`src/rtl/axi_lite_regs_pkg.sv`:
```
// axi_lite_regs_pkg: register word indexes, response codes, FSM states and byte-strobe merge.
package axi_lite_regs_pkg;
  localparam logic [3:0] REG_ID         = 4'h0;
  localparam logic [3:0] REG_SCRATCH    = 4'h1;
  localparam logic [3:0] REG_GPIO_OUT   = 4'h2;
  localparam logic [3:0] REG_GPIO_IN    = 4'h3;
  localparam logic [3:0] REG_IRQ_STATUS = 4'h4;
  localparam logic [3:0] REG_IRQ_MASK   = 4'h5;
  localparam logic [1:0] RESP_OKAY   = 2'b00;
  localparam logic [1:0] RESP_SLVERR = 2'b10;
  typedef enum logic [1:0] {W_IDLE, W_ACK, W_RESP} w_state_t;
  typedef enum logic [1:0] {R_IDLE, R_ADDR, R_DATA} r_state_t;
  function automatic logic [31:0] apply_strb(input logic [31:0] old, input logic [31:0] data, input logic [3:0] strb);
    logic [31:0] res;
    res = old;
    for (int i = 0; i < 4; i++)
      if (strb[i]) res[8*i +: 8] = data[8*i +: 8];
    return res;
  endfunction
endpackage

```
`src/rtl/axi_lite_regs_sync.sv`:
```
// axi_lite_regs_sync: two-flop synchronizer for the GPIO inputs.
module axi_lite_regs_sync #(
  parameter int WIDTH = 16
) (
  input  logic             clk,
  input  logic             reset,
  input  logic [WIDTH-1:0] d,
  output logic [WIDTH-1:0] q
);
  logic [WIDTH-1:0] meta;
  always_ff @(posedge clk)
    if (reset) {q, meta} <= '0;
    else {q, meta} <= {meta, d};
endmodule

```
`src/rtl/axi_lite_regs.sv`:
```
// axi_lite_regs: AXI-Lite register block (ID, scratch, GPIO); IRQ logic enabled by AXI_LITE_REGS_IRQ_EN.
module axi_lite_regs
  import axi_lite_regs_pkg::*;
#(
  parameter int          ADDR_WIDTH = 32,
  parameter int          GPIO_WIDTH = 16,
  parameter logic [31:0] ID_VALUE   = 32'h52554646
) (
  input  logic                  clk,
  input  logic                  reset,
  input  logic [ADDR_WIDTH-1:0] s_axi_awaddr,
  input  logic [2:0]            s_axi_awprot,
  input  logic                  s_axi_awvalid,
  output logic                  s_axi_awready,
  input  logic [31:0]           s_axi_wdata,
  input  logic [3:0]            s_axi_wstrb,
  input  logic                  s_axi_wvalid,
  output logic                  s_axi_wready,
  output logic [1:0]            s_axi_bresp,
  output logic                  s_axi_bvalid,
  input  logic                  s_axi_bready,
  input  logic [ADDR_WIDTH-1:0] s_axi_araddr,
  input  logic [2:0]            s_axi_arprot,
  input  logic                  s_axi_arvalid,
  output logic                  s_axi_arready,
  output logic [31:0]           s_axi_rdata,
  output logic [1:0]            s_axi_rresp,
  output logic                  s_axi_rvalid,
  input  logic                  s_axi_rready,
  input  logic [GPIO_WIDTH-1:0] gpio_i,
  output logic [GPIO_WIDTH-1:0] gpio_o,
  output logic                  irq
);
`ifdef AXI_LITE_REGS_IRQ_EN
  localparam bit IRQ_EN = 1'b1;
`else
  localparam bit IRQ_EN = 1'b0;
`endif
  w_state_t w_state;
  r_state_t r_state;
  logic [31:0] scratch, r_val;
  logic [GPIO_WIDTH-1:0] gpio_in, irq_status, irq_mask;
  logic [3:0] w_idx, r_idx;
  logic w_ok, r_ok, w_ack;
  logic unused_ok;
  assign unused_ok = ^{s_axi_awprot, s_axi_arprot, s_axi_awaddr[ADDR_WIDTH-1:6], s_axi_awaddr[1:0],
                       s_axi_araddr[ADDR_WIDTH-1:6], s_axi_araddr[1:0]};
  assign w_idx = s_axi_awaddr[5:2];
  assign r_idx = s_axi_araddr[5:2];
  assign w_ack = w_state == W_ACK;
  assign w_ok = w_idx == REG_SCRATCH || w_idx == REG_GPIO_OUT ||
                (IRQ_EN && (w_idx == REG_IRQ_STATUS || w_idx == REG_IRQ_MASK));
  assign r_ok = r_idx <= REG_GPIO_IN || (IRQ_EN && (r_idx == REG_IRQ_STATUS || r_idx == REG_IRQ_MASK));
  always_comb
    r_val = !r_ok                   ? '0 :
            r_idx == REG_ID         ? ID_VALUE :
            r_idx == REG_SCRATCH    ? scratch :
            r_idx == REG_GPIO_OUT   ? 32'(gpio_o) :
            r_idx == REG_GPIO_IN    ? 32'(gpio_in) :
            r_idx == REG_IRQ_STATUS ? 32'(irq_status) :
            r_idx == REG_IRQ_MASK   ? 32'(irq_mask) : '0;
  axi_lite_regs_sync #(.WIDTH(GPIO_WIDTH)) u_sync (.clk(clk), .reset(reset), .d(gpio_i), .q(gpio_in));
  always_ff @(posedge clk)
    if (reset) begin
      w_state <= W_IDLE;
      {s_axi_awready, s_axi_wready, s_axi_bvalid} <= '0;
      s_axi_bresp <= RESP_OKAY;
    end else
      case (w_state)
        W_IDLE: if (s_axi_awvalid && s_axi_wvalid) begin
          w_state <= W_ACK;
          {s_axi_awready, s_axi_wready} <= 2'b11;
        end
        W_ACK: begin
          w_state <= W_RESP;
          {s_axi_awready, s_axi_wready} <= 2'b00;
          s_axi_bvalid <= 1'b1;
          s_axi_bresp <= w_ok ? RESP_OKAY : RESP_SLVERR;
        end
        W_RESP: if (s_axi_bready) begin
          w_state <= W_IDLE;
          s_axi_bvalid <= 1'b0;
        end
        default: w_state <= W_IDLE;
      endcase
  // rdata is sampled from current register values, so a same-edge write is not yet visible
  always_ff @(posedge clk)
    if (reset) begin
      r_state <= R_IDLE;
      {s_axi_arready, s_axi_rvalid} <= '0;
      s_axi_rdata <= '0;
      s_axi_rresp <= RESP_OKAY;
    end else
      case (r_state)
        R_IDLE: if (s_axi_arvalid) begin
          r_state <= R_ADDR;
          s_axi_arready <= 1'b1;
        end
        R_ADDR: begin
          r_state <= R_DATA;
          s_axi_arready <= 1'b0;
          s_axi_rvalid <= 1'b1;
          s_axi_rdata <= r_val;
          s_axi_rresp <= r_ok ? RESP_OKAY : RESP_SLVERR;
        end
        R_DATA: if (s_axi_rready) begin
          r_state <= R_IDLE;
          s_axi_rvalid <= 1'b0;
        end
        default: r_state <= R_IDLE;
      endcase
  always_ff @(posedge clk)
    if (reset) begin
      scratch <= '0;
      gpio_o <= '0;
    end else if (w_ack) begin
      if (w_idx == REG_SCRATCH) scratch <= apply_strb(scratch, s_axi_wdata, s_axi_wstrb);
      if (w_idx == REG_GPIO_OUT) gpio_o <= GPIO_WIDTH'(apply_strb(32'(gpio_o), s_axi_wdata, s_axi_wstrb));
    end
`ifdef AXI_LITE_REGS_IRQ_EN
  logic [GPIO_WIDTH-1:0] gpio_prev, irq_clr;
  assign irq_clr = (w_ack && w_idx == REG_IRQ_STATUS) ? GPIO_WIDTH'(apply_strb('0, s_axi_wdata, s_axi_wstrb)) : '0;
  // the set term is OR-ed after the clear so a simultaneous edge wins
  always_ff @(posedge clk)
    if (reset) begin
      {gpio_prev, irq_status, irq_mask} <= '0;
      irq <= 1'b0;
    end else begin
      gpio_prev <= gpio_in;
      irq_status <= (irq_status & ~irq_clr) | (gpio_in & ~gpio_prev);
      if (w_ack && w_idx == REG_IRQ_MASK)
        irq_mask <= GPIO_WIDTH'(apply_strb(32'(irq_mask), s_axi_wdata, s_axi_wstrb));
      irq <= |(irq_status & irq_mask);
    end
`else
  assign irq_status = '0;
  assign irq_mask = '0;
  assign irq = 1'b0;
`endif
endmodule

```
`config.mk`:
```
export PLATFORM = sky130hd
export DESIGN_NAME = axi_lite_regs
export DESIGN_NICKNAME = d
export VERILOG_FILES = /design/src/rtl/axi_lite_regs_pkg.sv /design/src/rtl/axi_lite_regs_sync.sv /design/src/rtl/axi_lite_regs.sv
export SDC_FILE = /design/constraint.sdc
export NUM_CORES = 1
export LEC_CHECK = 0
export ABC_AREA = 1
export BUFFER_PORTS_ARGS = -buffer_cell sky130_fd_sc_hd__buf_2
export CORE_UTILIZATION = 44
export CTS_BUF_LIST = sky130_fd_sc_hd__clkbuf_16
export DETAILED_ROUTE_END_ITERATION = 6
export PLACE_DENSITY = 0.77
export SLEW_MARGIN = 5
export SYNTH_ARGS = -nofsm -noshare
export SYNTH_HDL_FRONTEND = slang
export SYNTH_SLANG_ARGS = --single-unit
```
`constraint.sdc`:
```
create_clock -name clk -period 1.1 [get_ports clk]
set_input_delay 0.11 -clock clk [delete_from_list [all_inputs] [get_ports clk]]
set_output_delay 0.11 -clock clk [all_outputs]
set_load 0.05 [all_outputs]
```
==> report_table.html <==
<table>
<tr><th>Metric</th><th>Value</th></tr>
<tr><th colspan="2">Run status</th></tr>
<tr><td>Run status</td><td>finished, violations left</td></tr>
<tr><td>Failing checks</td><td>setup timing</td></tr>
<tr><th colspan="2">Detailed routing</th></tr>
<tr><td>Routed vias</td><td>slightly below 5000</td></tr>
<tr><td>Count of antenna-violating nets left after detailed routing</td><td>0</td></tr>
<tr><td>Total length of routed wires</td><td>around 15000 um</td></tr>
<tr><td>DR vias/cell</td><td>roughly 5.1</td></tr>
<tr><td>Number of DRC violations after detailed-routing iteration 0</td><td>270</td></tr>
<tr><td>Iteration count of the initial detailed-routing pass</td><td>5</td></tr>
<tr><td>Number of design rule violations left after detail routing</td><td>0</td></tr>
<tr><td>DR WL/cell</td><td>about 15 um</td></tr>
<tr><th colspan="2">Clock tree</th></tr>
<tr><td>Buffer cell driving the clock tree root</td><td>sky130_fd_sc_hd__clkbuf_16</td></tr>
<tr><td>TritonCTS sink count</td><td>around 120</td></tr>
<tr><td>CTS Buf Count</td><td>17</td></tr>
<tr><td>Depth of the CTS H-tree</td><td>4</td></tr>
<tr><td>Clock buffer depth</td><td>2</td></tr>
<tr><td>Clock transition at the registers of the reported paths</td><td>0.06 ns</td></tr>
<tr><td>Insertion delay to the later sink of the worst-skew pair</td><td>approximately 0.40 ns</td></tr>
<tr><td>Clock tree from TritonCTS</td><td>done</td></tr>
<tr><th colspan="2">GRT</th></tr>
<tr><td>Number of global-route vias before repair</td><td>4648</td></tr>
<tr><td>GR met3 Demand/Resource</td><td>between 5 and 6%</td></tr>
<tr><td>Largest net degree at the start of global routing</td><td>40</td></tr>
<tr><td>Initial antenna violation count</td><td>1</td></tr>
<tr><td>Global routing usage on met2</td><td>a little over two fifths</td></tr>
<tr><td>Met1 track demand over resource</td><td>between 30% and 40%</td></tr>
<tr><td>Total congestion overflow</td><td>0</td></tr>
<tr><td>Top Usage Layer GRT</td><td>met2</td></tr>
<tr><td>Total global-route track usage</td><td>between 20 and 30%</td></tr>
<tr><td>Global-route wire length before repair</td><td>22040 um</td></tr>
<tr><th colspan="2">Die</th></tr>
<tr><td>Core area</td><td>a little over 0.01 mm2</td></tr>
<tr><td>Initial core utilization</td><td>~45%</td></tr>
<tr><td>Width of the chip</td><td>approximately 110 um</td></tr>
<tr><td>DIE AREA</td><td>approximately 0.011 mm2</td></tr>
<tr><td>DIE HEIGHT</td><td>105.4 um</td></tr>
<tr><td>Std-Cell Rows</td><td>37</td></tr>
<tr><td>I/O pin count</td><td>approximately 190</td></tr>
<tr><th colspan="2">Placed design</th></tr>
<tr><td>Count of port buffers added during placement</td><td>about 120</td></tr>
<tr><td>Placer congestion estimate</td><td>0.8585</td></tr>
<tr><td>DP Cell Count</td><td>864</td></tr>
<tr><td>Placed cell area</td><td>between 0.005 and 0.006 mm2</td></tr>
<tr><td>Placed wire-length estimate after detailed placement</td><td>8782 um</td></tr>
<tr><th colspan="2">Worst hold path</th></tr>
<tr><td>Hold Crit Endpoint</td><td>gpio_o[9]$_SDFFE_PP0P_</td></tr>
<tr><td>Hold Crit Class</td><td>in2reg</td></tr>
<tr><td>Hold-critical path depth</td><td>4</td></tr>
<tr><td>Hold wc startpoint</td><td>s_axi_wstrb[1]</td></tr>
<tr><th colspan="2">Setup path</th></tr>
<tr><td>Required time of the critical path</td><td>between 1 and 1.5 ns</td></tr>
<tr><td>First element of the critical path</td><td>w_state[0]$_SDFFE_PP0P_</td></tr>
<tr><td>Number of cells on the worst reg-to-reg path</td><td>6</td></tr>
<tr><td>Top fanout value on the critical path</td><td>8</td></tr>
<tr><td>Startpoint of the worst register-to-register path</td><td>w_state[0]$_SDFFE_PP0P_</td></tr>
<tr><td>Destination of the worst register-to-register timing path</td><td>gpio_o[2]$_SDFFE_PP0P_</td></tr>
<tr><td>Cell Chain, Critical Path</td><td>inv_4, nor2_8, nand2_8, buf_12, nor3_1, nor2_1</td></tr>
<tr><td>Worst-path cell with the longest stage delay</td><td>sky130_fd_sc_hd__dfxtp_4</td></tr>
<tr><td>Stage delay of the slowest cell on the critical path</td><td>~0.37 ns</td></tr>
<tr><td>CP startpoint kind</td><td>register</td></tr>
<tr><td>Crit path DAT</td><td>1.61 ns</td></tr>
<tr><td>CP Class</td><td>reg2reg</td></tr>
<tr><td>Endpoint class of the critical path</td><td>register</td></tr>
<tr><td>Flop2flop setup slack</td><td>-0.23 ns</td></tr>
<tr><th colspan="2">Logic synthesis</th></tr>
<tr><td>Number of flip-flops and latches in the synthesized netlist</td><td>~120</td></tr>
<tr><td>Post-synthesis cell type with the largest combined area</td><td>sky130_fd_sc_hd__dfxtp_1</td></tr>
<tr><td>Average instance area after synthesis</td><td>7.819 um2</td></tr>
<tr><td>Portion of synthesized cell area occupied by the leading cell type</td><td>between 50% and 60%</td></tr>
<tr><td>Yosys warning total</td><td>0</td></tr>
<tr><td>Post-synth design cell area</td><td>0.004707 mm2</td></tr>
<tr><td>Distinct cell type count after synthesis</td><td>26</td></tr>
<tr><td>Part of the Yosys area used for sequential elements</td><td>between 50 and 60%</td></tr>
<tr><td>Cell types with the largest area share after synthesis</td><td>sky130_fd_sc_hd__dfxtp_1 (52%), sky130_fd_sc_hd__nor2_1 (10%), sky130_fd_sc_hd__o21ai_0 (7.0%), sky130_fd_sc_hd__nand2_1 (5.6%), sky130_fd_sc_hd__inv_1 (4.9%)</td></tr>
<tr><td>Count of mapped cells out of synthesis</td><td>between 600 and 700</td></tr>
<tr><th colspan="2">Finish</th></tr>
<tr><td>Fill count</td><td>703</td></tr>
<tr><td>Area growth from synthesis to layout</td><td>60.55%</td></tr>
<tr><td>Layout Nets</td><td>approximately 940</td></tr>
<tr><td>Layout Cell Area excl Fill</td><td>between 0.007 and 0.008 mm2</td></tr>
<tr><td>Final Instance Count excl. Fillers</td><td>between 900 and 1000</td></tr>
<tr><td>Ratio of cells with drive above 1 in the final layout</td><td>38.14%</td></tr>
<tr><th colspan="2">Pwr</th></tr>
<tr><td>Maximum vdd drop</td><td>1.029 mV</td></tr>
<tr><td>Leakage power total</td><td>3.396 nW</td></tr>
<tr><td>Post-layout total power</td><td>between 10 and 15 mW</td></tr>
<tr><td>Areal power density over the cells</td><td>roughly 1500 mW/mm2</td></tr>
<tr><th colspan="2">Timing</th></tr>
<tr><td>Final Hold Violating Endpoints</td><td>0</td></tr>
<tr><td>Fmax</td><td>roughly 0.75 GHz</td></tr>
<tr><td>Final-report max-slew violation count</td><td>0</td></tr>
<tr><td>Final worst path period share</td><td>120.5%</td></tr>
<tr><td>Setup violation total in the final timing report</td><td>between 60 and 70</td></tr>
<tr><td>Min setup slack post-route</td><td>-0.2256 ns</td></tr>
<tr><td>RSZ-0062 raised after global routing</td><td>yes</td></tr>
<tr><td>Setup Skew</td><td>approximately 0.0077 ns</td></tr>
<tr><td>Min cycle time layout</td><td>1.326 ns</td></tr>
<tr><th colspan="2">Job</th></tr>
<tr><td>Max-capacitance violation count</td><td>0</td></tr>
</table>
[how the worst max path moves through the flow]
| stage | endpoint | slack [ns] | cells past startpoint |
|---|---|---|---|
| 6_report | gpio_o[2]$_SDFFE_PP0P_ | -0.23 | 6 |
| 5_1_grt | gpio_o[2]$_SDFFE_PP0P_ | -0.27 | 6 |
| 4_1_cts | scratch[22]$_SDFFE_PP0P_ | -0.10 | 7 |
| 3_5_place_dp | s_axi_rdata[21]$_SDFFE_PP0P_ | -0.22 | 7 |
| 3_3_place_gp | s_axi_rdata[27]$_SDFFE_PP0P_ | -0.14 | 7 |
| 2_1_floorplan | scratch[0]$_SDFFE_PP0P_ | 0.004 | 7 |
[logic make-up after synthesis]
group	Yosys count	share of synthesized area [%]
AND/OR/NAND/NOR	284	27.59
flip-flops	122	51.89
buffers and inverters	98	9.357
AO/OA/AOI/OAI	97	11.08
other	1	0.07967
[metrics by stage]
stage                     worst slack (ns)  hold WS (ns)  utilization, %  TNS, ns
after floorplan                   0.003584        0.2170               -        0
after global placement             -0.1420        0.3085           54.25   -4.222
after detailed placement           -0.2153        0.3158           54.25   -6.865
after CTS                          -0.1032        0.1305           68.61   -3.470
after global routing               -0.2745        0.1676           72.88   -9.785
final                              -0.2256        0.1552           72.88   -6.464
[Yosys cell counts, drive strengths merged]
cell	number
nor2	141
dfxtp	122
nand2	79
o21ai	77
inv	69
nand3	38
buf	20
nor3	18
o211ai	13
clkbuf	8
nand4	6
a21oi	4
a31oi	3
nand3b	2
bufinv	1
conb	1
[repair_timing]
item                       in CTS  in global routing
hold buffers                   53                  0
buffers inserted                4                  5
gates resized for setup       133                126
pin swaps                      17                 41
setup endpoints to repair     136                100
gates cloned                    3                  1
hold endpoints to repair       69                  0
[per-layer routing]
layer	up-vias	share of wire (%)	routed length (um)
met5	-	0	0
met4	0	2.7	403
met3	33	7.1	1050
met2	225	51	7557
met1	2318	39	5879
li1	2351	-	-
[placed cells by master, fill, tap and decap left out, types with 16 or more instances in the layout]
cell type / instances
sky130_fd_sc_hd__nor3_1: 16
sky130_fd_sc_hd__nor2_4: 20
sky130_fd_sc_hd__o21ai_1: 31
sky130_fd_sc_hd__dfxtp_1: 107
sky130_fd_sc_hd__buf_6: 31
sky130_fd_sc_hd__nand3_1: 26
sky130_fd_sc_hd__buf_4: 58
sky130_fd_sc_hd__o21ai_0: 25
sky130_fd_sc_hd__dlygate4sd3_1: 53
sky130_fd_sc_hd__inv_1: 60
sky130_fd_sc_hd__clkbuf_16: 18
sky130_fd_sc_hd__o21ai_2: 21
sky130_fd_sc_hd__buf_2: 66
sky130_fd_sc_hd__nand2_1: 58
sky130_fd_sc_hd__nor2_1: 102
sky130_fd_sc_hd__nor2_2: 18
[final cells by class]
| type | count | area [um2] | area share [%] |
|---|---|---|---|
| well taps | 136 | 170.2 | 2.252 |
| clock buffers | 17 | 425.4 | 5.629 |
| clock inverters | 15 | 160.2 | 2.119 |
| diodes | 1 | 2.502 | 0.03311 |
| multi-input cells | 387 | 2222 | 29.40 |
| inverters | 70 | 322.8 | 4.272 |
| flip-flops and latches | 122 | 2464 | 32.60 |
| repair buffers | 215 | 1790 | 23.69 |
[critical path, delay by kind of cell, from the launching register on]
family / cells / cell delay (ns)
buf+inv: 2 / 0.19
flops: 1 / 0.37
simple gates: 4 / 0.63
[flip-flops by register name, indices dropped and copies added, names as in the netlist, 2 cells and up]
| signal | count |
|---|---|
| r_state | 2 |
| scratch | 32 |
| u_sync.meta | 16 |
| s_axi_rdata | 32 |
| w_state | 2 |
| u_sync.q | 16 |
| gpio_o | 16 |
[power breakdown]
group	leakage [nW]	switching (mW)	total (mW)	internal (mW)
logic	2.11	0.587	1.06	0.478
registers	0.999	0.0452	4.55	4.51
clock network	0.286	1.95	5.47	3.52
total	3.40	2.58	11.1	8.50
Note: power is estimated with default switching activity, not from simulation.
